<file path="src/rtl/arb_pkg.sv">
// rtl/arb_pkg.sv - shared constants and state type for the 4-way round-robin arbiter
package arb_pkg;

    localparam int NUM_REQ = 4;
    localparam int SEL_W   = 2;

    typedef enum logic {
        ARB_IDLE = 1'b0,
        ARB_BUSY = 1'b1
    } arb_state_e;

endpackage

</file>
<file path="src/rtl/rr_pick.sv">
// rtl/rr_pick.sv - combinational rotating priority encoder; search starts just after last_owner
module rr_pick
    import arb_pkg::*;
(
    input  logic [NUM_REQ-1:0] req,
    input  logic [SEL_W-1:0]   last_owner,
    output logic               any,
    output logic [SEL_W-1:0]   idx,
    output logic [NUM_REQ-1:0] onehot
);

    logic [SEL_W-1:0] cand;

    always_comb begin
        any  = 1'b0;
        idx  = '0;
        cand = '0;
        // last_owner itself is visited last, so it only wins when alone
        for (int k = 1; k <= NUM_REQ; k++) begin
            cand = last_owner + SEL_W'(k);
            if (!any && req[cand]) begin
                any = 1'b1;
                idx = cand;
            end
        end
        onehot = any ? (NUM_REQ'(1) << idx) : '0;
    end

endmodule

</file>
<file path="src/rtl/mux4_rr_arbiter.sv">
// rtl/mux4_rr_arbiter.sv - round-robin owner select for a shared 4:1 resource mux
module mux4_rr_arbiter
    import arb_pkg::*;
#(
    parameter int TIMEOUT = 64
)
(
    input  logic               clk,
    input  logic               reset,
    input  logic [NUM_REQ-1:0] req,
    input  logic               done,
    output logic [SEL_W-1:0]   sel,
    output logic [NUM_REQ-1:0] gnt,
    output logic               gnt_valid,
    output logic               start,
    output logic               timeout_err
);

    arb_state_e         state_q, state_d;
    logic [SEL_W-1:0]   sel_q, sel_d;
    logic [SEL_W-1:0]   last_q, last_d;
    logic [NUM_REQ-1:0] gnt_q, gnt_d;
    logic               valid_q, valid_d;
    logic               start_q, start_d;
    logic               release_w;
    logic               pick_any;
    logic [SEL_W-1:0]   pick_idx;
    logic [NUM_REQ-1:0] pick_onehot;
    logic [SEL_W-1:0]   pick_last;

`ifdef ARB_TIMEOUT_EN
    localparam int CNT_W = $clog2(TIMEOUT + 1);

    logic [CNT_W-1:0] cnt_q, cnt_d;
    logic             err_q, err_d;
    logic             timeout_hit;

    assign timeout_hit = (state_q == ARB_BUSY) && (cnt_q == CNT_W'(TIMEOUT));
    assign release_w   = done || timeout_hit;
    assign timeout_err = err_q;

    always_comb begin
        err_d = err_q | timeout_hit;
        if (start_d)
            cnt_d = '0;
        else if (state_q == ARB_BUSY)
            cnt_d = cnt_q + CNT_W'(1);
        else
            cnt_d = cnt_q;
    end

    always_ff @(posedge clk or posedge reset) begin
        if (reset) begin
            cnt_q <= '0;
            err_q <= 1'b0;
        end else begin
            cnt_q <= cnt_d;
            err_q <= err_d;
        end
    end
`else
    assign release_w   = done;
    assign timeout_err = 1'b0;
`endif

    // In the release cycle the finishing owner must already be lowest priority
    assign pick_last = (state_q == ARB_BUSY && release_w) ? sel_q : last_q;

    rr_pick u_pick (
        .req        (req),
        .last_owner (pick_last),
        .any        (pick_any),
        .idx        (pick_idx),
        .onehot     (pick_onehot)
    );

    always_comb begin
        state_d = state_q;
        sel_d   = sel_q;
        last_d  = last_q;
        gnt_d   = gnt_q;
        valid_d = valid_q;
        start_d = 1'b0;
        case (state_q)
            ARB_IDLE: begin
                if (pick_any) begin
                    state_d = ARB_BUSY;
                    gnt_d   = pick_onehot;
                    sel_d   = pick_idx;
                    valid_d = 1'b1;
                    start_d = 1'b1;
                end
            end
            ARB_BUSY: begin
                if (release_w) begin
                    last_d = sel_q;
                    if (pick_any) begin
                        gnt_d   = pick_onehot;
                        sel_d   = pick_idx;
                        start_d = 1'b1;
                    end else begin
                        state_d = ARB_IDLE;
                        gnt_d   = '0;
                        valid_d = 1'b0;
                    end
                end
            end
            default: state_d = ARB_IDLE;
        endcase
    end

    always_ff @(posedge clk or posedge reset) begin
        if (reset) begin
            state_q <= ARB_IDLE;
            sel_q   <= '0;
            last_q  <= SEL_W'(NUM_REQ - 1);
            gnt_q   <= '0;
            valid_q <= 1'b0;
            start_q <= 1'b0;
        end else begin
            state_q <= state_d;
            sel_q   <= sel_d;
            last_q  <= last_d;
            gnt_q   <= gnt_d;
            valid_q <= valid_d;
            start_q <= start_d;
        end
    end

    assign sel       = sel_q;
    assign gnt       = gnt_q;
    assign gnt_valid = valid_q;
    assign start     = start_q;

endmodule
</file>
<file path="config.mk">
export PLATFORM = sky130hd
export DESIGN_NAME = mux4_rr_arbiter
export DESIGN_NICKNAME = d
export VERILOG_FILES = /design/src/rtl/arb_pkg.sv /design/src/rtl/rr_pick.sv /design/src/rtl/mux4_rr_arbiter.sv
export SDC_FILE = /design/constraint.sdc
export NUM_CORES = 1
export LEC_CHECK = 0
export BUFFER_PORTS_ARGS = -buffer_cell sky130_fd_sc_hd__buf_2
export CORE_AREA = 2 2 41 43
export CTS_BUF_LIST = sky130_fd_sc_hd__clkbuf_16
export DETAILED_ROUTE_END_ITERATION = 8
export DIE_AREA = 0 0 43 45
export GPL_TIMING_DRIVEN = 0
export PLACE_DENSITY = 0.63
export SLEW_MARGIN = 25
export SYNTH_ARGS = -nofsm -noshare
export SYNTH_HDL_FRONTEND = slang
export SYNTH_SLANG_ARGS = --single-unit
</file>
<file path="constraint.sdc">
create_clock -name clk -period 3.55 [get_ports clk]
set_input_delay 0.71 -clock clk [delete_from_list [all_inputs] [get_ports clk]]
set_output_delay 0.71 -clock clk [all_outputs]
set_load 0.03 [all_outputs]
</file>
After elaboration in Yosys (flattened, before gate mapping)
Cells that the tools add are included.
W data, S select, Z words.
{"block": "op_classes", "reduce_logical": 10, "n_lt_le_gt_ge": 4, "n_eq_ne": 3, "bitwise": 1, "n_addsub": 3, "muxes": 33, "n_shift": 1}
{"op": "$mux W1", "count": 14}
{"op": "$mux W2", "count": 7}
{"op": "$lt A2 B3 Y1 const B", "count": 4}
{"op": "$mux W4", "count": 3}
{"op": "$bmux W1 S2", "count": 4}
{"op": "$pmux W4 S2", "count": 1}
{"op": "$ne A2 B2 Y1 const B", "count": 3}
{"op": "$pmux W1 S2", "count": 3}
{"op": "$add A2 B2 Y2 const B", "count": 2}
{"op": "$logic_and A1 B1 Y1", "count": 4}
{"op": "$pmux W2 S2", "count": 1}
{"op": "$reduce_and A2 Y1", "count": 2}
{"op": "$shl A1 B2 Y4 const A", "count": 1}
{"op": "$logic_not A1 Y1", "count": 3}
{"op": "$reduce_and A3 Y1", "count": 1}
{"op": "$add A2 B1 Y2 const B", "count": 1}
{"op": "$not A1 Y1", "count": 1}
{"block": "totals", "wordCells": 61, "ff_bits": 11, "inputBits": 7, "output_inout_bits": 9}

Depth between registers and ports, before layout
Gate-level depths: netlist of the first run.
{"block": "logic_depth", "ltp_word": 19, "depth_mapped": 6, "ltp_nobuf": 5}

Modules after synthesis
A second synthesis of the first run with hierarchy kept.
{"block": "hier_totals", "hier_cells": 70, "area_unflattened_um2": 709.4}
{"mod": "mux4_rr_arbiter", "cells_each": 40, "seq_area_each_um2": 277.8, "area_each_um2": 508.0, "n_inst": 1}
{"mod": "rr_pick", "cells_each": 30, "seq_area_each_um2": 0.0, "area_each_um2": 201.4, "n_inst": 1}

Least setup slack after synthesis of the first run
Ideal clock, no wire load.
{"block": "synth_timing", "path_kind": "input to register", "startpoint": "in done", "endpoint": "reg gnt_q[3], in the netlist gnt[3]", "t_required_ns": 3.476, "stages": 6, "slack_ns": 1.697, "arrival_time_ns": 1.779, "path_buffers": 1, "setup_ns": 0.074, "cell_sequence": "buf_2 > a211o_1 > a21bo_1 > a32oi_2 > nand3_2 > o21ai_2"}
{"block": "synth_between", "elab_chain_cells": 19, "word_cells_on_any_way": 35, "cone_classes": "add/sub (3); eq/ne (2); shift (1); mux (21); reduce/logical (8)"}
{"item": "start, declared", "line": "mux4_rr_arbiter.sv:11", "rtl": "input logic done,"}
{"item": "$logic_and A1 B1 Y1", "line": "mux4_rr_arbiter.sv:67", "rtl": "assign pick_last = (state_q == ARB_BUSY && release_w) ? sel_q : last_q;"}
{"item": "$mux W2", "line": "mux4_rr_arbiter.sv:67"}
{"item": "$add A2 B1 Y2", "line": "rr_pick.sv:20", "rtl": "cand = last_owner + SEL_W'(k);"}
{"item": "$bmux W1 S2", "line": "rr_pick.sv:21", "rtl": "if (!any && req[cand]) begin"}
{"item": "$mux W1 (not written as such)", "line": "rr_pick.sv:21"}
{"item": "$mux W1", "line": "rr_pick.sv:21"}
{"item": "$logic_not A1 Y1", "line": "rr_pick.sv:21"}
{"item": "$logic_and A1 B1 Y1", "line": "rr_pick.sv:21"}
{"item": "(+3 left out)"}
{"item": "$mux W1", "line": "rr_pick.sv:21"}
{"item": "$logic_not A1 Y1", "line": "rr_pick.sv:21"}
{"item": "$logic_and A1 B1 Y1", "line": "rr_pick.sv:21"}
{"item": "$mux W2", "line": "rr_pick.sv:21"}
{"item": "$shl A1 B2 Y4", "line": "rr_pick.sv:26", "rtl": "onehot = any ? (NUM_REQ'(1) << idx) : '0;"}
{"item": "$mux W4", "line": "mux4_rr_arbiter.sv:97", "rtl": "if (pick_any) begin"}
{"item": "$mux W4", "line": "mux4_rr_arbiter.sv:95", "rtl": "if (release_w) begin"}
{"item": "$pmux W4 S2", "line": "mux4_rr_arbiter.sv:84", "rtl": "case (state_q)"}
{"item": "end signal, assigned", "line": "mux4_rr_arbiter.sv:124", "rtl": "gnt_q <= gnt_d;"}
{"item": "end, declared", "line": "mux4_rr_arbiter.sv:22", "rtl": "logic [NUM_REQ-1:0] gnt_q, gnt_d;"}
Parallel ways exist; a longest one is shown, timed or not. The select of a mux whose other input is x is not followed.
A chain may end at the register's enable or synchronous reset.

Worst setup path after layout of the first run
{"block": "layout_timing", "startpoint": "in done", "endpoint": "reg gnt_q[2], in the netlist gnt[2]"}
Same word-level chain as after synthesis.

==> flow_summary_export.csv, run 1 <==
group,metric,value,unit
sta,finalCriticalPeriod,1770,ps
sta,slew_viol_final,0,
floorplanning,core_area,1470,µm²
power,switching_power,0.166,mW
critical_path,r2r-end,"gnt[3]$_DFFE_PP0P_",
synthesis,async_reset_ff_share,100,%
floorplanning,die_height,45,µm
global_route,grt_max_degree,12,
sta,finalWorstSetupSlack,1780,ps
global_route,grt_pass1_vias,496,
critical_path,crit_path_end_kind,"flip-flop",
synthesis,synthDistinctLibCells,33,
power,swShare,32.3,%
route,vias,553,
min_path,worstHoldPathType,"in -> async",
clocking,clock_sinks,11,
critical_path,cp_data_required_time,3690,ps
route,via_per_inst,5.42,
synthesis,avgSynthCellArea,9.03,µm²
clocking,cts_inserted_buffers,3,
power,comb_power_share,27.3,%
critical_path,criticalPathCategory,"in -> reg",
floorplanning,num_rows,14,
synthesis,synthMuxAreaShare,0,%
clocking,tritoncts,"built",
synthesis,synth_seq_area_share,44.6,%
synthesis,ys_warn_count,0,
synthesis,ys_seq_elements,11,
synthesis,synth_xor_area_share,0,%
critical_path,worstPathCellList,"buf_2, and2_2, o21ai_1, o21ai_0, nand3_1, o31ai_1",
sta,skew,2.61,ps
route,wl_per_cell,12.8,µm
route,drc,0,
global_route,grt_overflow,0,
floorplanning,pin_count,16,
power,power_frac_clock,39.7,%
clocking,cts_hold_buf,0,
placed_design,place.gp.congestion,0.874,
critical_path,critPathSlowestCell,"o31ai_1",
global_route,grt_antenna_before_repair,0,
synthesis,yosys_most_used_dff,"dfrtp_1",
sta,min_period_over_period,49.9,%
floorplanning,initial_core_util,42.3,%
synthesis,synth_nets,76,
clocking,cts_setup_buffers,0,
route,drtAntennaViolNets,0,
final_layout,syn2layout_area_growth,26.5,%
clocking,clockRootBuffer,"clkbuf_16",
placed_design,pre_cts_ws,1550,ps
final_layout,final_cell_count_no_fill,102,
critical_path,r2r_start,"state_q$_DFF_PP0_",
power,p_per_area,654,nW/µm²
global_route,gr-usage-all-layers,16.2,%
flow_run,drv_cap,0,
critical_path,arrival,1910,ps
critical_path,cp-start-kind,"primary input",
floorplanning,dieArea,1940,µm²
power,leakage,0.381,nW
placed_design,hpwl,959,µm
clocking,clk-insertion-delay-late,240,ps
floorplanning,die_x,43,µm
synthesis,synth_edf_count,0,
synthesis,syn-cell-area,623,µm²
synthesis,synth_fa_ha_area_share,0,%
final_layout,antenna_cells,0,
critical_path,r2r_slack,1890,ps
critical_path,worst-path-max-fanout,9,
sta,timing.fmax,565,MHz
route,firstDrtPassIters,5,
route,routed_wl,1300,µm
synthesis,synthSimpleGateAreaFrac,25.1,%
sta,fin_tns_setup,0,ps
power,vdd_drop_max,458,µV
outcome,outcome,"completed",
power,total_power,0.516,mW
synthesis,synth_top_family_by_area,"simple AND/OR/NAND/NOR gates",
sta,worstMarginPinSlew,539,ps
critical_path,max_stage_delay,300,ps
synthesis,synth-compound-area-share,24.1,%
sta,slew_headroom,63.7,%
route,drtIter0Drc,15,
clocking,cts-resized-gates,0,
global_route,grt_pass1_wl,2260,µm
placed_design,dp.cells,98,
clocking,clk_pin_slew_worst_paths,40,ps
synthesis,syn-instance-count,69,
critical_path,r2r_cells,6,
final_layout,drive_gt1_share,32.6,%
sta,rsz0062_at_grt,"false",
clocking,clockBufferDepth,2,
clocking,htree_levels,1,
power,power_frac_seq,33.0,%
final_layout,nets,94,
power,p_int,0.349,mW
sta,setup_viol,0,
placed_design,numPortBuffers,13,
sta,final_hold_viol_count,0,
[cells in the mapped netlist (2+ instances only)]
library cell	number	area share, %
nand2_1	15	9.0
dfrtp_1	9	36
nor2_1	5	3.0
o21ai_0	4	3.2
inv_1	3	1.8
nand3_1	3	2.4
a21oi_1	2	1.6
dfstp_2	2	8.4
o31ai_1	2	2.4
[flip-flops by register name, indices dropped and copies added (netlist names)]
name,flops
state_q,1
start,1
gnt,4
gnt_valid,1
last_q,2
sel,2
[layer usage]
layer / part of all wire [%] / vias to the layer above / routed length (µm) / GRT usage [%]
met2: 44 / 17 / 576 / 24.5
met4: 1.1 / 0 / 14 / 5.45
met3: 8.1 / 2 / 106 / 8.00
li1: - / 280 / - / -
met1: 46 / 254 / 602 / 20.3
met5: 0 / - / 0 / 0
[final cells by class]
cell class / count / area [µm²]
fillers: 144 / 683
multi-input cells: 52 / 310
flip-flops and latches: 11 / 278
clock buffers: 3 / 75.1
repair buffers: 13 / 65.1
plain buffers: 3 / 23.8
well taps: 16 / 20.0
inverters: 3 / 11.3
clock inverters: 1 / 5.00
[stage by stage]
stage / utilization (%) / cell area, µm² / hold slack (ps)
6_report: 53.6 / 788 / 456
5_1_grt: 53.6 / 788 / 511
4_1_cts: 53.6 / 788 / 473
3_5_place_dp: 48.1 / 708 / 463
3_3_place_gp: 48.1 / 708 / 461
2_1_floorplan: - / 623 / 488
[critical path: cells and delay by family]
family | cells | cell delay [ps]
AO/OA/AOI/OAI | 3 | 620
buffers and inverters | 1 | 160
AND/OR/NAND/NOR | 2 | 410
[cells in the final DEF, fill, tap and decap left out, drive strengths merged, types with 2 or more instances in the layout]
master   n
buf     16
nand3    4
nand2   15
o211ai   2
nor2     5
a21bo    2
clkbuf   3
dfrtp    9
o21ai    6
dfstp    2
inv      3
a21oi    2
o31ai    2
[logic make-up (layout without fill, tap and decap cells)]
group	count (synthesis)	in the layout
AO/OA/AOI/OAI	19	19
buffers and inverters	6	23
flip-flops	11	11
other	1	1
AND/OR/NAND/NOR	32	32
[power groups by stage]
stage          combinational (mW)  sequential, mW  clock, mW
2_1_floorplan              0.0656           0.207          0
3_3_place_gp                0.141           0.171          0
3_5_place_dp                0.141           0.171          0
4_1_cts                     0.142           0.170      0.210
5_1_grt                     0.153           0.174      0.217
6_report                    0.141           0.170      0.205
[worst max path at each step]
stage / startpoint / cells past startpoint / to / slack (ps)
2_1_floorplan: done / 6 / gnt[3]$_DFFE_PP0P_ / 1700
3_3_place_gp: done / 6 / gnt[3]$_DFFE_PP0P_ / 1560
3_5_place_dp: done / 6 / gnt[3]$_DFFE_PP0P_ / 1550
4_1_cts: done / 6 / gnt[2]$_DFFE_PP0P_ / 1780
5_1_grt: done / 6 / gnt[2]$_DFFE_PP0P_ / 1630
6_report: done / 6 / gnt[2]$_DFFE_PP0P_ / 1780
Note: power is estimated with default switching activity, not from simulation.
==> run 2: changes to the inputs <==
--- a/config.mk
+++ b/config.mk
@@ -11,7 +11,7 @@
 export DETAILED_ROUTE_END_ITERATION = 8
 export DIE_AREA = 0 0 43 45
 export GPL_TIMING_DRIVEN = 0
-export PLACE_DENSITY = 0.63
+export PLACE_DENSITY = 0.65
 export SLEW_MARGIN = 25
 export SYNTH_ARGS = -nofsm -noshare
 export SYNTH_HDL_FRONTEND = slang
==> constraint.sdc (replaced) <==
create_clock -name clk -period 1.6 [get_ports clk]
set_input_delay 0.32 -clock clk [delete_from_list [all_inputs] [get_ports clk]]
set_output_delay 0.32 -clock clk [all_outputs]
set_load 0.03 [all_outputs]
==> flow_summary_export.csv, run 2 (same netlist as run 1, synthesis figures left out) <==
group,metric,value,unit
clocking,tritoncts,"built",
sta,slew_viol_final,0,
final_layout,layout_commonest_cell,"nand2_1",
critical_path,worstPathCellList,"a211o_1, a21bo_1, a32oi_4, nand3_2, o21ai_2",
clocking,clockRootBuffer,"clkbuf_16",
global_route,grt_max_degree,12,
global_route,grt_antenna_before_repair,0,
clocking,clk_pin_slew_worst_paths,40,ps
power,vdd_drop_max,1050,µV
critical_path,max_stage_delay,430,ps
clocking,clk-insertion-delay-late,240,ps
critical_path,critPathSlowestCell,"dfrtp_2",
global_route,grt_use_met3,7.60,%
route,firstDrtPassIters,4,
critical_path,r2r_cells,5,
critical_path,r2r_slack,10,ps
final_layout,seqCellArea,279,µm²
placed_design,dp.cells,98,
global_route,grt_pass1_vias,558,
critical_path,crit_path_end_kind,"flip-flop",
critical_path,arrival,1750,ps
sta,timing.fmax,630,MHz
critical_path,critPathTopFamily,"compound AO/OA/AOI/OAI gates",
min_path,worstHoldPathType,"in -> async",
sta,holdWs,70.5,ps
floorplanning,die_x,43,µm
route,drc,0,
final_layout,finish.instance_area,830,µm²
critical_path,worst-path-max-fanout,7,
global_route,grt_pass1_wl,2360,µm
global_route,met1_usage,19.0,%
final_layout,nFillCells,147,
floorplanning,dieArea,1940,µm²
route,via_per_inst,5.43,
placed_design,place.gp.congestion,0.882,
sta,finalCriticalPeriod,1590,ps
outcome,outcome,"completed",
floorplanning,pin_count,16,
final_layout,antenna_cells,0,
route,drtIter0Drc,11,
floorplanning,num_rows,14,
floorplanning,core_area,1470,µm²
route,routed_wl,1510,µm
final_layout,drive_gt1_share,38.6,%
power,total_power,1.19,mW
clocking,htree_levels,1,
final_layout,final_cell_mix,"15 x nand2_1, 14 x buf_2, 8 x dfrtp_1",
route,wl_per_cell,14.6,µm
route,vias,565,
critical_path,cp_data_required_time,1760,ps
global_route,grt_overflow,0,
sta,skew,0.575,ps
global_route,met2_usage,30.0,%
floorplanning,die_height,45,µm
critical_path,r2r-end,"gnt[3]$_DFFE_PP0P_",
global_route,busiest_layer,"met2",
global_route,gr-usage-all-layers,17.5,%
critical_path,r2r_start,"state_q$_DFF_PP0_",
route,drtAntennaViolNets,0,
power,leakage,0.397,nW
clocking,cts_inserted_buffers,3,
clocking,clock_sinks,11,
flow_run,drv_cap,0,
floorplanning,initial_core_util,42.3,%
sta,setup_viol,0,
final_layout,nets,96,
final_layout,multi_input_area,340,µm²
placed_design,numPortBuffers,13,
power,p_per_area,1430,nW/µm²
final_layout,largest_reg_flops,4,
placed_design,place_area,708,µm²
critical_path,cp-start-kind,"flip-flop",
critical_path,criticalPathCategory,"reg -> reg",
final_layout,final_cell_count_no_fill,104,
sta,final_hold_viol_count,0,
placed_design,hpwl,998,µm
sta,min_period_over_period,99.3,%
clocking,clockBufferDepth,2,
critical_path,cp.depth,5,
final_layout,syn2layout_area_growth,33.1,%
critical_path,crit_buf_inv,0,
==> run 2: power by group <==
part	total (mW)	switching (mW)	internal, mW
logic	0.359	0.229	0.130
clock network	0.447	0.120	0.328
registers	0.383	0.0433	0.340
total	1.19	0.392	0.798
==> run 2: worst max path at each step <==
stage                      startpoint                 end  slack [ps]
global placement    state_q$_DFF_PP0_  gnt[3]$_DFFE_PP0P_         -40
floorplan           state_q$_DFF_PP0_  gnt[3]$_DFFE_PP0P_          90
global route        state_q$_DFF_PP0_  gnt[3]$_DFFE_PP0P_         -40
CTS                 state_q$_DFF_PP0_  gnt[3]$_DFFE_PP0P_         -20
detailed placement  state_q$_DFF_PP0_  gnt[3]$_DFFE_PP0P_         -40
finish              state_q$_DFF_PP0_  gnt[3]$_DFFE_PP0P_          10
==> run 2: per-stage QoR <==
stage	util, %	TNS, ps	worst slack [ps]
detailed placement	48.1	-39.8	-39.8
global placement	48.1	-38.9	-38.9
global route	56.4	-66.8	-42.6
floorplan	-	0	89.9
CTS	54.8	-28.5	-15.2
finish	56.4	0	11.7
==> run 2: layout make-up <==
cell class                      count  area share (%)
Tap cell                           16            2.41
Inverter                            3            1.36
Buffer                              2            1.51
Multi-Input combinational cell     52            41.0
Clock buffer                        3            9.05
Timing Repair Buffer               16            10.6
Sequential cell                    11            33.6
Clock inverter                      1           0.452
==> run 2: repair_timing <==
action | CTS | global route
pin swaps | 5 | 7
hold endpoints to repair | 0 | 0
hold buffers | 0 | 0
buffers inserted | 1 | 2
resized for setup | 1 | 7
gates cloned | 0 | 0
endpoints found under the setup margin | 3 | 6
==> run 2: metal layers <==
metal | vias to the layer above | routed length [µm]
li1 | 279 | -
met1 | 278 | 626
met2 | 8 | 821
met3 | 0 | 66
met4 | 0 | 0
met5 | - | 0
